### config.mk
export PLATFORM = sky130hd
export DESIGN_NAME = spi_target_ctrl
export DESIGN_NICKNAME = d
export VERILOG_FILES = /design/src/rtl/spi_pkg.sv /design/src/rtl/spi_edge_sync.sv /design/src/rtl/spi_target_ctrl.sv
export SDC_FILE = /design/constraint.sdc
export NUM_CORES = 1
export LEC_CHECK = 0
export BUFFER_PORTS_ARGS = -buffer_cell sky130_fd_sc_hd__buf_2
export CELL_PAD_IN_SITES_DETAIL_PLACEMENT = 1
export CELL_PAD_IN_SITES_GLOBAL_PLACEMENT = 1
export CORE_MARGIN = 2
export CORE_UTILIZATION = 30
export CTS_CLUSTER_SIZE = 16
export DETAILED_ROUTE_END_ITERATION = 8
export HOLD_SLACK_MARGIN = 0.08
export PLACE_DENSITY = 0.56
export REMOVE_ABC_BUFFERS = 1
export SYNTH_ARGS = -nofsm -noshare
export SYNTH_HDL_FRONTEND = slang
export SYNTH_SLANG_ARGS = --single-unit
### constraint.sdc
create_clock -name clk -period 5.1 [get_ports clk]
set_clock_uncertainty 0.2 [all_clocks]
set_input_delay 0.51 -clock clk [delete_from_list [all_inputs] [get_ports clk]]
set_output_delay 0.51 -clock clk [all_outputs]
set_load 0.01 [all_outputs]
### src/rtl/spi_pkg.sv
// Shared types and constants for the SPI target controller slice.
// Mode 0 (CPOL=0, CPHA=0) is the only mode the controller implements.
package spi_pkg;

  typedef enum logic [1:0] {
    IDLE  = 2'd0,
    LOAD  = 2'd1,
    SHIFT = 2'd2,
    DONE  = 2'd3
  } spi_tgt_state_t;

  localparam logic SPI_CPOL = 1'b0;
  localparam logic SPI_CPHA = 1'b0;

endpackage

### src/rtl/spi_edge_sync.sv
// Two-flop synchronizer for an asynchronous SPI pin plus a third flop
// used to detect rising and falling edges of the synchronized level.
module spi_edge_sync #(
  parameter logic RESET_VAL = 1'b0
) (
  input  logic clk,
  input  logic reset,
  input  logic i_async,
  output logic o_rise,
  output logic o_fall
);

  logic r_meta;
  logic r_sync;
  logic r_prev;

  always_ff @(posedge clk) begin
    if (reset) begin
      r_meta <= RESET_VAL;
      r_sync <= RESET_VAL;
      r_prev <= RESET_VAL;
    end else begin
      r_meta <= i_async;
      r_sync <= r_meta;
      r_prev <= r_sync;
    end
  end

  assign o_rise = r_sync & ~r_prev;
  assign o_fall = ~r_sync & r_prev;

endmodule

### src/rtl/spi_target_ctrl.sv
// SPI target (mode 0) word engine: shifts tx FIFO words out on miso and
// assembles mosi words into the rx FIFO, with frame and error flags.
module spi_target_ctrl
  import spi_pkg::*;
#(
  parameter int               DATA_W      = 8,
  parameter int               BLOCK_WORDS = 4,
  parameter logic [DATA_W-1:0] FILL       = 8'hFF
) (
  input  logic              clk,
  input  logic              reset,
  input  logic              spe,
  input  logic              sclk,
  input  logic              ss_n,
  input  logic              mosi,
  output logic              miso,
  input  logic [DATA_W-1:0] tx_data,
  input  logic              tx_empty,
  output logic              tx_rd_en,
  output logic [DATA_W-1:0] rx_data,
  output logic              rx_wr_en,
  input  logic              rx_full,
  output logic              spif,
  output logic              overrun,
  output logic              underrun,
  output logic              busy
);

  localparam int CNT_W = (DATA_W > 2) ? $clog2(DATA_W) : 1;
  localparam int WC_W  = $clog2(BLOCK_WORDS + 1);
  localparam logic [CNT_W-1:0] LAST_BIT  = CNT_W'(DATA_W - 1);
  localparam logic [WC_W-1:0]  WORDS_MAX = WC_W'(BLOCK_WORDS);

  logic w_sclk_rise, w_sclk_fall, w_ss_rise, w_ss_fall;
  logic w_sample, w_shift;
  logic r_mosi_meta, r_mosi_sync;

  spi_tgt_state_t      r_state;
  logic [DATA_W-1:0]   r_tx_sh, r_rx_sh, r_rx_data;
  logic [CNT_W-1:0]    r_bit_cnt;
  logic [WC_W-1:0]     r_word_cnt;
  logic                r_miso, r_tx_rd_en, r_rx_wr_en;
  logic                r_overrun, r_underrun, r_end_pend;

  spi_edge_sync #(.RESET_VAL(1'b0)) u_sclk_sync (
    .clk     (clk),
    .reset   (reset),
    .i_async (sclk),
    .o_rise  (w_sclk_rise),
    .o_fall  (w_sclk_fall)
  );

  spi_edge_sync #(.RESET_VAL(1'b1)) u_ss_sync (
    .clk     (clk),
    .reset   (reset),
    .i_async (ss_n),
    .o_rise  (w_ss_rise),
    .o_fall  (w_ss_fall)
  );

  // mosi shares the sclk synchronizer depth so it is aligned with the sample edge
  always_ff @(posedge clk) begin
    if (reset) begin
      r_mosi_meta <= 1'b0;
      r_mosi_sync <= 1'b0;
    end else begin
      r_mosi_meta <= mosi;
      r_mosi_sync <= r_mosi_meta;
    end
  end

  assign w_sample = (SPI_CPOL == SPI_CPHA) ? w_sclk_rise : w_sclk_fall;
  assign w_shift  = (SPI_CPOL == SPI_CPHA) ? w_sclk_fall : w_sclk_rise;

  always_ff @(posedge clk) begin
    if (reset) begin
      r_state    <= IDLE;
      r_tx_sh    <= '0;
      r_rx_sh    <= '0;
      r_rx_data  <= '0;
      r_bit_cnt  <= '0;
      r_word_cnt <= '0;
      r_miso     <= 1'b0;
      r_tx_rd_en <= 1'b0;
      r_rx_wr_en <= 1'b0;
      r_overrun  <= 1'b0;
      r_underrun <= 1'b0;
      r_end_pend <= 1'b0;
    end else if (!spe) begin
      r_state    <= IDLE;
      r_bit_cnt  <= '0;
      r_word_cnt <= '0;
      r_miso     <= 1'b0;
      r_tx_rd_en <= 1'b0;
      r_rx_wr_en <= 1'b0;
      r_overrun  <= 1'b0;
      r_underrun <= 1'b0;
      r_end_pend <= 1'b0;
    end else begin
      r_tx_rd_en <= 1'b0;
      r_rx_wr_en <= 1'b0;
      if (w_ss_rise) r_word_cnt <= '0;
      case (r_state)
        IDLE: begin
          r_miso     <= 1'b0;
          r_end_pend <= 1'b0;
          if (w_ss_fall) r_state <= LOAD;
        end
        LOAD: begin
          if (w_ss_rise) begin
            r_state <= IDLE;
            r_miso  <= 1'b0;
          end else begin
            r_bit_cnt <= '0;
            r_state   <= SHIFT;
            if (tx_empty) begin
              r_tx_sh    <= FILL;
              r_miso     <= FILL[DATA_W-1];
              r_underrun <= 1'b1;
            end else begin
              r_tx_sh    <= tx_data;
              r_miso     <= tx_data[DATA_W-1];
              r_tx_rd_en <= 1'b1;
            end
          end
        end
        SHIFT: begin
          if (w_sample) begin
            r_rx_sh   <= {r_rx_sh[DATA_W-2:0], r_mosi_sync};
            r_bit_cnt <= r_bit_cnt + 1'b1;
          end
          // the trailing shift edge of the previous word arrives with bit_cnt==0 and is ignored
          if (w_shift && (r_bit_cnt != '0)) begin
            r_tx_sh <= {r_tx_sh[DATA_W-2:0], 1'b0};
            r_miso  <= r_tx_sh[DATA_W-2];
          end
          if (w_sample && (r_bit_cnt == LAST_BIT)) begin
            r_state    <= DONE;
            r_end_pend <= w_ss_rise;
          end else if (w_ss_rise) begin
            r_state <= IDLE;
            r_miso  <= 1'b0;
          end
        end
        DONE: begin
          if (rx_full) begin
            r_overrun <= 1'b1;
          end else begin
            r_rx_data  <= r_rx_sh;
            r_rx_wr_en <= 1'b1;
          end
          if (r_end_pend || w_ss_rise) begin
            r_state    <= IDLE;
            r_word_cnt <= '0;
            r_miso     <= 1'b0;
            r_end_pend <= 1'b0;
          end else begin
            r_state <= LOAD;
            if (r_word_cnt != WORDS_MAX) r_word_cnt <= r_word_cnt + 1'b1;
          end
        end
        default: r_state <= IDLE;
      endcase
    end
  end

  assign miso     = r_miso;
  assign tx_rd_en = r_tx_rd_en;
  assign rx_wr_en = r_rx_wr_en;
  assign rx_data  = r_rx_data;
  assign spif     = (r_word_cnt == WORDS_MAX);
  assign overrun  = r_overrun;
  assign underrun = r_underrun;
  assign busy     = (r_state != IDLE);

endmodule

# ---- Word level (Yosys, flattened, before mapping)
# Index checks and enable logic that the tools add are counted.
dict set report word_totals {
  ff_bits 45
  in_bits 16
  out_inout_bits 15
  elab_cells 95
}
dict set report op_classes {
  addsub 2
  eq_ne 13
  muxes 28
  bitwise_logic 13
  reduce_logical 19
}
# operator n
set ops {}
lappend ops {{2-to-1 mux 7 bit} 3}
lappend ops {{2-to-1 mux 3 bit} 6}
lappend ops {{AND reduction 3 bit} 5}
lappend ops {{one-hot mux 7 bit (2 select lines)} 1}
lappend ops {{2-to-1 mux 1 bit} 10}
lappend ops {{!= test 2 bit (second input constant)} 5}
lappend ops {{NOT 1 bit} 9}
lappend ops {{2-to-1 mux 2 bit} 4}
lappend ops {{one-hot mux 2 bit (4 select lines)} 1}
lappend ops {{adder 3 x 1 -> 3 bit (second input constant)} 2}
lappend ops {{== test 3 bit (second input constant)} 2}
lappend ops {{!= test 3 bit (second input constant)} 2}
lappend ops {{one-hot mux 3 bit (2 select lines)} 1}
lappend ops {{nonzero test 3 bit} 2}
lappend ops {{AND 1 bit} 4}
lappend ops {{== test 2 bit (second input constant)} 2}
lappend ops {{one-hot mux 1 bit (4 select lines)} 1}
lappend ops {{AND reduction 2 bit} 2}
lappend ops {{AND reduction 4 bit} 1}
lappend ops {{nonzero test 2 bit} 2}
lappend ops {{OR reduction 4 bit} 1}
lappend ops {{one-hot mux 1 bit (3 select lines)} 1}
lappend ops {{OR reduction 3 bit} 1}
lappend ops {{== test 2 x 1 -> 1 bit (second input constant)} 1}
lappend ops {{other kinds (5)} 6}

# ---- Depth between registers and ports, before layout
# Gate-level depths: netlist (run 1).
dict set report depth {
  word_depth 7
  ltp_mapped 7
  mapped_depth_nobuf 6
}

# ---- Modules after synthesis
# Synthesis (run 1) repeated with hierarchy kept, for this count alone.
dict set report unflattened {
  hier_cells 219
  area_unflattened_um2 2009.4
}
# module instances cells_per_inst area_per_inst_um2 seq_area_each_um2
set by_module_without_submodules {}
lappend by_module_without_submodules {spi_target_ctrl 1 203 1825.5 780.7}
lappend by_module_without_submodules {{spi_edge_sync at u_ss_sync} 1 8 92.6 60.1}
lappend by_module_without_submodules {{spi_edge_sync at u_sclk_sync} 1 8 91.3 60.1}

# ---- Worst setup path after synthesis (run 1)
# Ideal clock, no wire load.
dict set report synth_path {
  path_kind {flip-flop to flip-flop}
  start {register r_state[0]}
  end {register r_tx_sh[2]}
  setup_ns 0.121
  arrival_ns 1.468
  required_time_ns 4.779
  setup_slack_ns 3.311
  stages_incl_launch_ff 8
  path_buffers 1
  period_less_slack_ns 1.789
  path_cell_list {dfxtp_1 -> inv_1 -> ha_1 -> buf_2 -> inv_1 -> a21o_1 -> nand3_4 -> mux2_2}
}
dict set report synth_between {
  elab_chain_len 3
  elab_cells_between_ends 7
  classes_between {eq/ne: 4; mux: 1; reduce/logical: 2}
}
# item line_no
set synth_lines {}
lappend synth_lines {{start: declaration} spi_target_ctrl.sv:38} ;# spi_tgt_state_t r_state;
lappend synth_lines {{start signal: assignment} spi_target_ctrl.sv:77} ;# r_state <= IDLE;
lappend synth_lines {{start signal: assignment} spi_target_ctrl.sv:90} ;# r_state <= IDLE;
lappend synth_lines {{start signal: assignment} spi_target_ctrl.sv:107} ;# if (w_ss_fall) r_state <= LOAD;
lappend synth_lines {{== test 2 bit or == test 2 x 1 -> 1 bit (tied branches)} spi_target_ctrl.sv:103} ;# case (r_state)
lappend synth_lines {{!= test 2 bit (no source line) or nonzero test 2 bit (tied branches)} --}
lappend synth_lines {{AND reduction 4 bit (no source line)} --}
lappend synth_lines {{end signal: assignment} spi_target_ctrl.sv:121} ;# r_tx_sh <= tx_data;
lappend synth_lines {{end signal: assignment} spi_target_ctrl.sv:134} ;# r_tx_sh <= {r_tx_sh[DATA_W-2:0], 1'b0};
lappend synth_lines {{end: declaration} spi_target_ctrl.sv:39} ;# logic [DATA_W-1:0] r_tx_sh, r_rx_sh, r_rx_data;
# Parallel ways exist; a longest one is shown, timed or not.
# A chain may end at the register's enable or synchronous reset.

# ---- Final worst setup path (run 1)
dict set report layout_path {
  start {register r_state[0]}
  end {register r_tx_sh[3]}
}
# Same word-level chain as after synthesis.

==> impl_metrics.tcl, run 1 <==
set metrics [dict create \
    ant_nets 0 \
    final_common_cell "dfxtp_1" \
    grt_busiest_layer "met2" \
    clk_pin_slew_ps 90 \
    postCtsHoldBufs 0 \
    crit_path_start "r_state[0]$_SDFFE_PP0P_" \
    ys_ff_latch 45 \
    viasPerCell 4.838 \
    reg2reg_slack_ps 2630 \
    max_freq_mhz 404.2 \
    grt.overflow.total 0 \
    avgRoutedWirePerCell_um 13.62 \
    path_cells "inv_1 -> ha_1 -> inv_1 -> a21o_1 -> nand3_4 -> mux2_2" \
    cts_max_path_buffers 2 \
    slew_violations 0 \
    io_pins 31 \
    cellPowerDensity_nw_per_um2 262.4 \
    core_area_um2 6719 \
    antenna_found_initial 0 \
    ys.warnings.count 0 \
    drcViolationCount 0 \
    grt_use_met3_pct 2.844 \
    stdcell_count 333 \
    cts_tree "done" \
    finalHoldViolCount 0 \
    drive_above_1_share_pct 19.76 \
    grt_pass1_vias 1557 \
    post-place-cells 325 \
    worstPathMaxFanout 19 \
    hold_path.class "in -> reg" \
    p_total_mw 0.6150 \
    num-nets-final 278 \
    cp-end-kind "register" \
    initial_core_util_pct 30.69 \
    grt_max_degree 41 \
    area_delta_synth_final_pct 13.65 \
    ctsRootBufferMaster "clkbuf_8" \
    max_cap_viol_count 0 \
    relSlewSlack_pct 50.82 \
    use_met2_pct 19.99 \
    clk_latency_ps 290 \
    rsz0062_at_grt "no" \
    n_antenna_cell 0 \
    regToRegStartpoint "r_state[0]$_SDFFE_PP0P_" \
    fin_crit_ps 2474 \
    dp_hpwl_um 3252 \
    grt_usage_pct 12.77 \
    r2r_end "r_tx_sh[3]$_SDFFE_PP0P_" \
    status "completed" \
    cts.sinks 45 \
    setup_viol 0 \
    netlist_area_um2 2062 \
    avgSynthCellArea_um2 9.084 \
    htree_levels 2 \
    routed_wl_um 4536 \
    crit_path_frequent_cell "inv_1" \
    min_period_over_period_pct 48.51 \
    hold_end "u_ss_sync.r_meta$_SDFF_PP1_" \
    final_cell_mix "45 x dfxtp_1, 30 x buf_2, 26 x nand2_1" \
    hold_depth 2 \
    first_pass_iters 4 \
    placementRows 30 \
    synth-seq-area-share_pct 43.69 \
    cp_data_required_time_ps 5080 \
    synth-edff-count 0 \
    async_flop_share_pct 0 \
    crit_family "adder cells" \
    min_from "ss_n" \
    criticalPathCategory "reg -> reg" \
    path_buf_inv 2 \
    worstPathArrival_ps 2450 \
    use_met1_pct 17.41 \
    cts_resized 0 \
    power_leakage_nw 1.020 \
    start_kind "register" \
    critPathMaxStageDelay_ps 640 \
    tightest_slew_ps 737.7 \
    die_w_um 86.91 \
    numCtsBuffers 5 \
    cp_slowest_cell "ha_1" \
    fin_tns_setup_ps 0 \
    worst_ir_drop_vdd_uv 88.01 \
    dieHeight_um 86.91 \
    synth_ff_type "dfxtp_1" \
    globalplace.congestion 0.7246 \
    drtIter0Drc 68 \
    reg2regPathDepth 6 \
    grt_pass1_wl_um 7590 \
    post_cts_buffers 0 \
    ys_types 44 \
    port_buffers 30 \
    via_count 1611 \
    die_area_um2 7552 \
    netlist_instances 227 \
]
==> sequential cells by signal, indices dropped and copies added, names as in the netlist, 2 cells and up <==
register    cells
r_word_cnt      3
rx_data         8
r_state         2
r_tx_sh         7
r_bit_cnt       3
r_rx_sh         8
==> routing by layer <==
layer  vias to the layer above  share of wire, %
met5                         -                 0
met4                         0              0.93
met2                        16                47
li1                        827                 -
met1                       766                50
met3                         2               2.1
==> worst register-to-register path, cell delays in order, from the launching register on <==
cell,delay (ps)
dfxtp_1,350
inv_1,110
ha_1,650
inv_1,270
a21o_1,280
nand3_4,170
mux2_2,350
==> power breakdown <==
part	internal, mW	total, mW	switching (mW)
Clock	0.0973	0.223	0.125
Sequential	0.355	0.357	0.00215
Combinational	0.0144	0.0350	0.0207
Total	0.467	0.615	0.148
==> synthesized netlist by cell type, drive strengths merged (2+ instances only) <==
master,instances,share of area (%)
a211o,2,0.85
a21o,3,1.1
a21oi,17,4.1
a311o,2,0.97
a31oi,2,0.61
buf,6,1.8
clkbuf,6,1.2
dfxtp,45,44
ha,10,6.1
inv,12,2.2
mux2,3,1.6
mux2i,12,5.8
nand2,26,4.7
nand2b,5,1.5
nand3,4,1.6
nand3b,4,1.5
nand4,3,0.91
nor2,17,3.1
nor2b,11,3.7
nor3,11,2.7
o21ai,4,0.97
o41ai,2,1.6
or2,3,0.91
or2b,2,0.79
==> kinds of logic after synthesis <==
kind of cell / after synthesis / synth area share [%]
muxes: 15 / 7.464
DFF: 45 / 43.69
and+or+nand+nor: 93 / 23.73
buffers and inverters: 24 / 5.097
adders and majority gates: 10 / 6.068
AOI/OAI and AO/OA: 40 / 13.96
==> through the flow <==
stage	utilization [%]	setup WS [ps]	cell area (um^2)	hold slack, ps
floorplan	-	3052	2002	189.5
global placement	33.52	2712	2252	217.0
detailed placement	33.52	2651	2252	223.6
CTS	34.88	2627	2344	173.3
global route	34.88	2455	2344	172.7
finish	34.88	2626	2344	191.3
==> worst max path at each step <==
stage,to,cells after the start
6_report,r_tx_sh[3]$_SDFFE_PP0P_,6
2_1_floorplan,r_tx_sh[2]$_SDFFE_PP0P_,6
3_3_place_gp,r_tx_sh[3]$_SDFFE_PP0P_,6
5_1_grt,r_tx_sh[3]$_SDFFE_PP0P_,6
4_1_cts,r_tx_sh[3]$_SDFFE_PP0P_,6
3_5_place_dp,r_tx_sh[3]$_SDFFE_PP0P_,6
==> final cells by class <==
cell class	count	area, um^2
clock inverters	3	22.52
well taps	80	100.1
repair buffers	30	150.1
multi-input cells	158	1056
flip-flops and latches	45	900.9
fillers	806	4375
inverters	12	45.04
clock buffers	5	68.82
(Power assumes the default switching activity.)
==> inputs of run 2 (changes only) <==
--- a/config.mk
+++ b/config.mk
@@ -13,7 +13,7 @@
 export CTS_CLUSTER_SIZE = 16
 export DETAILED_ROUTE_END_ITERATION = 8
 export HOLD_SLACK_MARGIN = 0.08
-export PLACE_DENSITY = 0.56
+export PLACE_DENSITY = 0.58
 export REMOVE_ABC_BUFFERS = 1
 export SYNTH_ARGS = -nofsm -noshare
 export SYNTH_HDL_FRONTEND = slang
==> constraint.sdc (replaced) <==
create_clock -name clk -period 2 [get_ports clk]
set_clock_uncertainty 0.2 [all_clocks]
set_input_delay 0.2 -clock clk [delete_from_list [all_inputs] [get_ports clk]]
set_output_delay 0.2 -clock clk [all_outputs]
set_load 0.01 [all_outputs]
==> impl_metrics.tcl, run 2 (same netlist as run 1, synthesis figures left out) <==
set metrics [dict create \
    setup_ws_ps 118.1 \
    cp_data_required_time_ps 1990 \
    cts_resized 0 \
    min_period_over_period_pct 94.09 \
    place_ws_ps 83.01 \
    ant_nets 0 \
    post-place-cells 332 \
    max_freq_mhz 531.4 \
    power_leakage_nw 1.119 \
    routed_wl_um 4678 \
    cellPowerDensity_nw_per_um2 728.5 \
    drtIter0Drc 37 \
    hold_path.class "in -> reg" \
    slew_violations 0 \
    fin_crit_ps 1882 \
    core_area_um2 6719 \
    setup_viol 0 \
    io_pins 31 \
    combPwrFrac_pct 5.7 \
    grt_pass1_wl_um 7728 \
    rsz0062_at_grt "no" \
    drcViolationCount 0 \
    finalHoldViolCount 0 \
    clk_latency_ps 300 \
    dieHeight_um 86.91 \
    htree_levels 2 \
    n_antenna_cell 0 \
    grt_usage_pct 13.12 \
    p_total_mw 1.849 \
    clk_pin_slew_ps 90 \
    status "completed" \
    tightest_slew_ps 426.7 \
    numCtsBuffers 5 \
    stdcell_count 350 \
    seq_area_um2 900.9 \
    grt_max_degree 17 \
    grt.overflow.total 0 \
    start_kind "register" \
    drive_above_1_share_pct 21.85 \
    cp-end-kind "register" \
    ctsRootBufferMaster "clkbuf_8" \
    first_pass_iters 4 \
    cts.sinks 45 \
    relSlewSlack_pct 71.55 \
    initial_core_util_pct 30.69 \
    fin_tns_setup_ps 0 \
    clock_power_share_pct 45.0 \
    p_sw_share_pct 21.03 \
    port_buffers 30 \
    reg2reg_slack_ps 120 \
    globalplace.congestion 0.7390 \
    p_int_mw 1.460 \
    multi_input_area_um2 1056 \
    power_switching_mw 0.3887 \
    worst_ir_drop_vdd_uv 307.7 \
    placementRows 30 \
    avgRoutedWirePerCell_um 13.37 \
    worstPathArrival_ps 1880 \
    via_count 1685 \
    cts_max_path_buffers 2 \
    num-nets-final 295 \
    viasPerCell 4.814 \
    final_common_cell "dfxtp_1" \
    cts_tree "done" \
    antenna_found_initial 0 \
    grt_pass1_vias 1643 \
    area_delta_synth_final_pct 23.06 \
    final_cell_mix "45 x dfxtp_1, 30 x buf_2, 26 x nand2_1" \
    die_w_um 86.91 \
    fillers 801 \
    worstPathMaxFanout 7 \
    power_frac_seq_pct 49.3 \
    max_cap_viol_count 0 \
    holdWs_ps 100.7 \
    dp_hpwl_um 3450 \
    criticalPathCategory "reg -> reg" \
    die_area_um2 7552 \
]
==> run 2: stage by stage <==
stage               cell area, um^2  util [%]
finish                         2537     37.77
global route                   2537     37.77
CTS                            2522     37.54
detailed placement             2305     34.30
global placement               2305     34.30
floorplan                      2002         -
==> run 2: repair_timing <==
item | in CTS | in global routing
endpoints found under the hold margin | 9 | 0
hold buffers | 8 | 0
buffers inserted | 0 | 2
endpoints found under the setup margin | 0 | 5
==> run 2: worst paths after layout <==
path	endpoint	depth (start not counted)	startpoint
setup / recovery	r_tx_sh[2]$_SDFFE_PP0P_	5	r_state[0]$_SDFFE_PP0P_
hold reg to reg	u_ss_sync.r_sync$_SDFF_PP1_	1	u_ss_sync.r_meta$_SDFF_PP1_
hold / removal	r_tx_sh[4]$_SDFFE_PP0P_	4	tx_data[4]
setup reg to reg	r_tx_sh[2]$_SDFFE_PP0P_	5	r_state[0]$_SDFFE_PP0P_
==> run 2: power by group through the flow <==
stage	clock (mW)	sequential (mW)	combinational (mW)
floorplan	0	0.931	0.0454
global placement	0	0.932	0.0929
detailed placement	0	0.933	0.0928
CTS	0.870	0.912	0.105
global route	0.902	0.914	0.118
finish	0.832	0.911	0.105
==> run 2: cell type report <==
cell class / count / area share, %
Sequential cell: 45 / 35.50
Clock buffer: 5 / 2.712
Timing Repair Buffer: 47 / 11.74
Tap cell: 80 / 3.945
Multi-Input combinational cell: 158 / 41.62
Clock inverter: 3 / 2.712
Inverter: 12 / 1.775
==> run 2: critical path, stage by stage, from the launching register on <==
cell	delay (ps)
dfxtp_1	400
inv_1	100
ha_1	340
a21boi_4	260
nand3_4	170
mux2_2	300
==> run 2: metal layers <==
metal  GRT usage [%]  up-vias  routed length [um]
met5               0        -                   0
met4           5.540        0                  81
met3           2.275        5                  70
met2           22.83       15                2323
met1           15.84      802                2203
li1                -      863                   -
==> inputs of run 3 (changes only) <==
--- a/config.mk
+++ b/config.mk
@@ -13,8 +13,9 @@
 export CTS_CLUSTER_SIZE = 16
 export DETAILED_ROUTE_END_ITERATION = 8
 export HOLD_SLACK_MARGIN = 0.08
-export PLACE_DENSITY = 0.58
+export PLACE_DENSITY = 0.68
 export REMOVE_ABC_BUFFERS = 1
+export SLEW_MARGIN = 20
 export SYNTH_ARGS = -nofsm -noshare
 export SYNTH_HDL_FRONTEND = slang
 export SYNTH_SLANG_ARGS = --single-unit
==> impl_metrics.tcl, run 3 (same netlist as run 1, synthesis figures left out) <==
set metrics [dict create \
    final_cell_mix "43 x dfxtp_1, 30 x buf_2, 26 x nand2_1" \
    cts_max_path_buffers 2 \
    ant_nets 0 \
    cts.sinks 45 \
    worst_ir_drop_vdd_uv 252.3 \
    grt.overflow.total 0 \
    final_common_cell "dfxtp_1" \
    drcViolationCount 0 \
    avgRoutedWirePerCell_um 13.70 \
    hold_path.class "in -> reg" \
    clk_pin_slew_ps 90 \
    area_delta_synth_final_pct 21.78 \
    first_pass_iters 4 \
    status "completed" \
    viasPerCell 4.917 \
    fin_crit_ps 1875 \
    path_buf_inv 1 \
    critPathMaxStageDelay_ps 370 \
    clk_latency_ps 310 \
    cp.depth 5 \
    dp_hpwl_um 3466 \
    max_freq_mhz 533.4 \
    max_cap_viol_count 0 \
    grt_pass1_wl_um 8066 \
    crit_family "compound AO/OA/AOI/OAI gates" \
    drive_above_1_share_pct 22.39 \
    tightest_slew_ps 406.5 \
    fin_tns_setup_ps 0 \
    cp_data_required_time_ps 2010 \
    grt_usage_pct 13.57 \
    hold_depth 2 \
    routed_wl_um 4769 \
    relSlewSlack_pct 72.90 \
    cp-end-kind "register" \
    core_area_um2 6719 \
    worstPathArrival_ps 1880 \
    cts_tree "done" \
    slew_violations 0 \
    ctsRootBufferMaster "clkbuf_8" \
    power_leakage_nw 1.098 \
    criticalPathCategory "reg -> reg" \
    reg2regPathDepth 5 \
    drtIter0Drc 62 \
    dieHeight_um 86.91 \
    initial_core_util_pct 30.69 \
    fin_util_pct 37.37 \
    die_area_um2 7552 \
    placementRows 30 \
    numCtsBuffers 5 \
    fillers 793 \
    htree_levels 2 \
    grt_pass1_vias 1705 \
    worstPathMaxFanout 7 \
    finalHoldViolCount 0 \
    cp_slowest_cell "dfxtp_2" \
    setup_viol 0 \
    globalplace.congestion 0.7795 \
    min_period_over_period_pct 93.73 \
    via_count 1711 \
    antenna_found_initial 0 \
    num-nets-final 293 \
    cellPowerDensity_nw_per_um2 685.9 \
    die_w_um 86.91 \
    io_pins 31 \
    path_cells "inv_1 -> ha_1 -> a21boi_4 -> nand3_4 -> o41ai_2" \
    start_kind "register" \
    n_antenna_cell 0 \
    grt_max_degree 24 \
    port_buffers 30 \
]
## run 3: cell count changes in the layout (fill, tap and decap cells not counted), sizes merged
cell         previous run  this run
buf                    39        38
bufinv                  2         1
clkbuf                  5         6
clkinv                  0         1
dlygate4sd3             8         7
inv                    13        12
## run 3: routing by layer
| metal | vias up | wire length (um) | GRT usage (%) |
|---|---|---|---|
| li1 | 858 | - | - |
| met4 | 0 | 72 | 4.545 |
| met5 | - | 0 | 0 |
| met3 | 5 | 257 | 2.844 |
| met2 | 36 | 2295 | 22.41 |
| met1 | 812 | 2144 | 17.58 |
## run 3: report_power, final
group	total [mW]	switching, mW	internal [mW]	leakage (nW)
clock	0.707	0.331	0.376	0.0554
sequential	0.912	0.00557	0.906	0.365
combinational	0.104	0.0544	0.0496	0.678
total	1.72	0.391	1.33	1.10
## run 3: final timing paths
check	start	end	slack, ps
setup / recovery	r_state[0]$_SDFFE_PP0P_	r_tx_sh[5]$_SDFFE_PP0P_	130
hold / removal	reset	rx_data[7]$_SDFFE_PP0P_	90
setup reg to reg	r_state[0]$_SDFFE_PP0P_	r_tx_sh[5]$_SDFFE_PP0P_	130
hold reg to reg	u_ss_sync.r_meta$_SDFF_PP1_	u_ss_sync.r_sync$_SDFF_PP1_	220
## run 3: through the flow
stage	setup slack, ps	instance area (um^2)	hold WS (ps)	total power [mW]	instances
final	125.4	2511	92.48	1.722	348
after global routing	-18.91	2511	113.4	1.788	348
after detailed placement	50.35	2310	195.0	1.025	331
after CTS	8.745	2491	97.97	1.748	346
after floorplan	-48.08	2002	69.07	0.9765	215
after global placement	144.4	2310	190.9	1.023	331
## run 3: cell type report
class | instances | area (um^2) | share of cell area [%]
Inverter | 12 | 45.04 | 1.794
Sequential cell | 45 | 903.4 | 35.97
Timing Repair Buffer | 45 | 292.8 | 11.66
Multi-Input combinational cell | 158 | 1059 | 42.15
Tap cell | 80 | 100.1 | 3.986
Clock inverter | 2 | 38.79 | 1.545
Clock buffer | 6 | 72.57 | 2.890
## run 3: what timing repair did
| action | CTS | global route |
|---|---|---|
| hold endpoints to repair | 8 | 0 |
| setup buffers | 0 | 2 |
| endpoints found under the setup margin | 0 | 8 |
| hold buffers | 7 | 0 |
| gates resized for setup | 0 | 3 |
## run 3: worst reg2reg max path, stage by stage (launching register included)
cell and delay, ps:
dfxtp_2 370, inv_1 90, ha_1 340, a21boi_4 270, nand3_4 170, o41ai_2 340
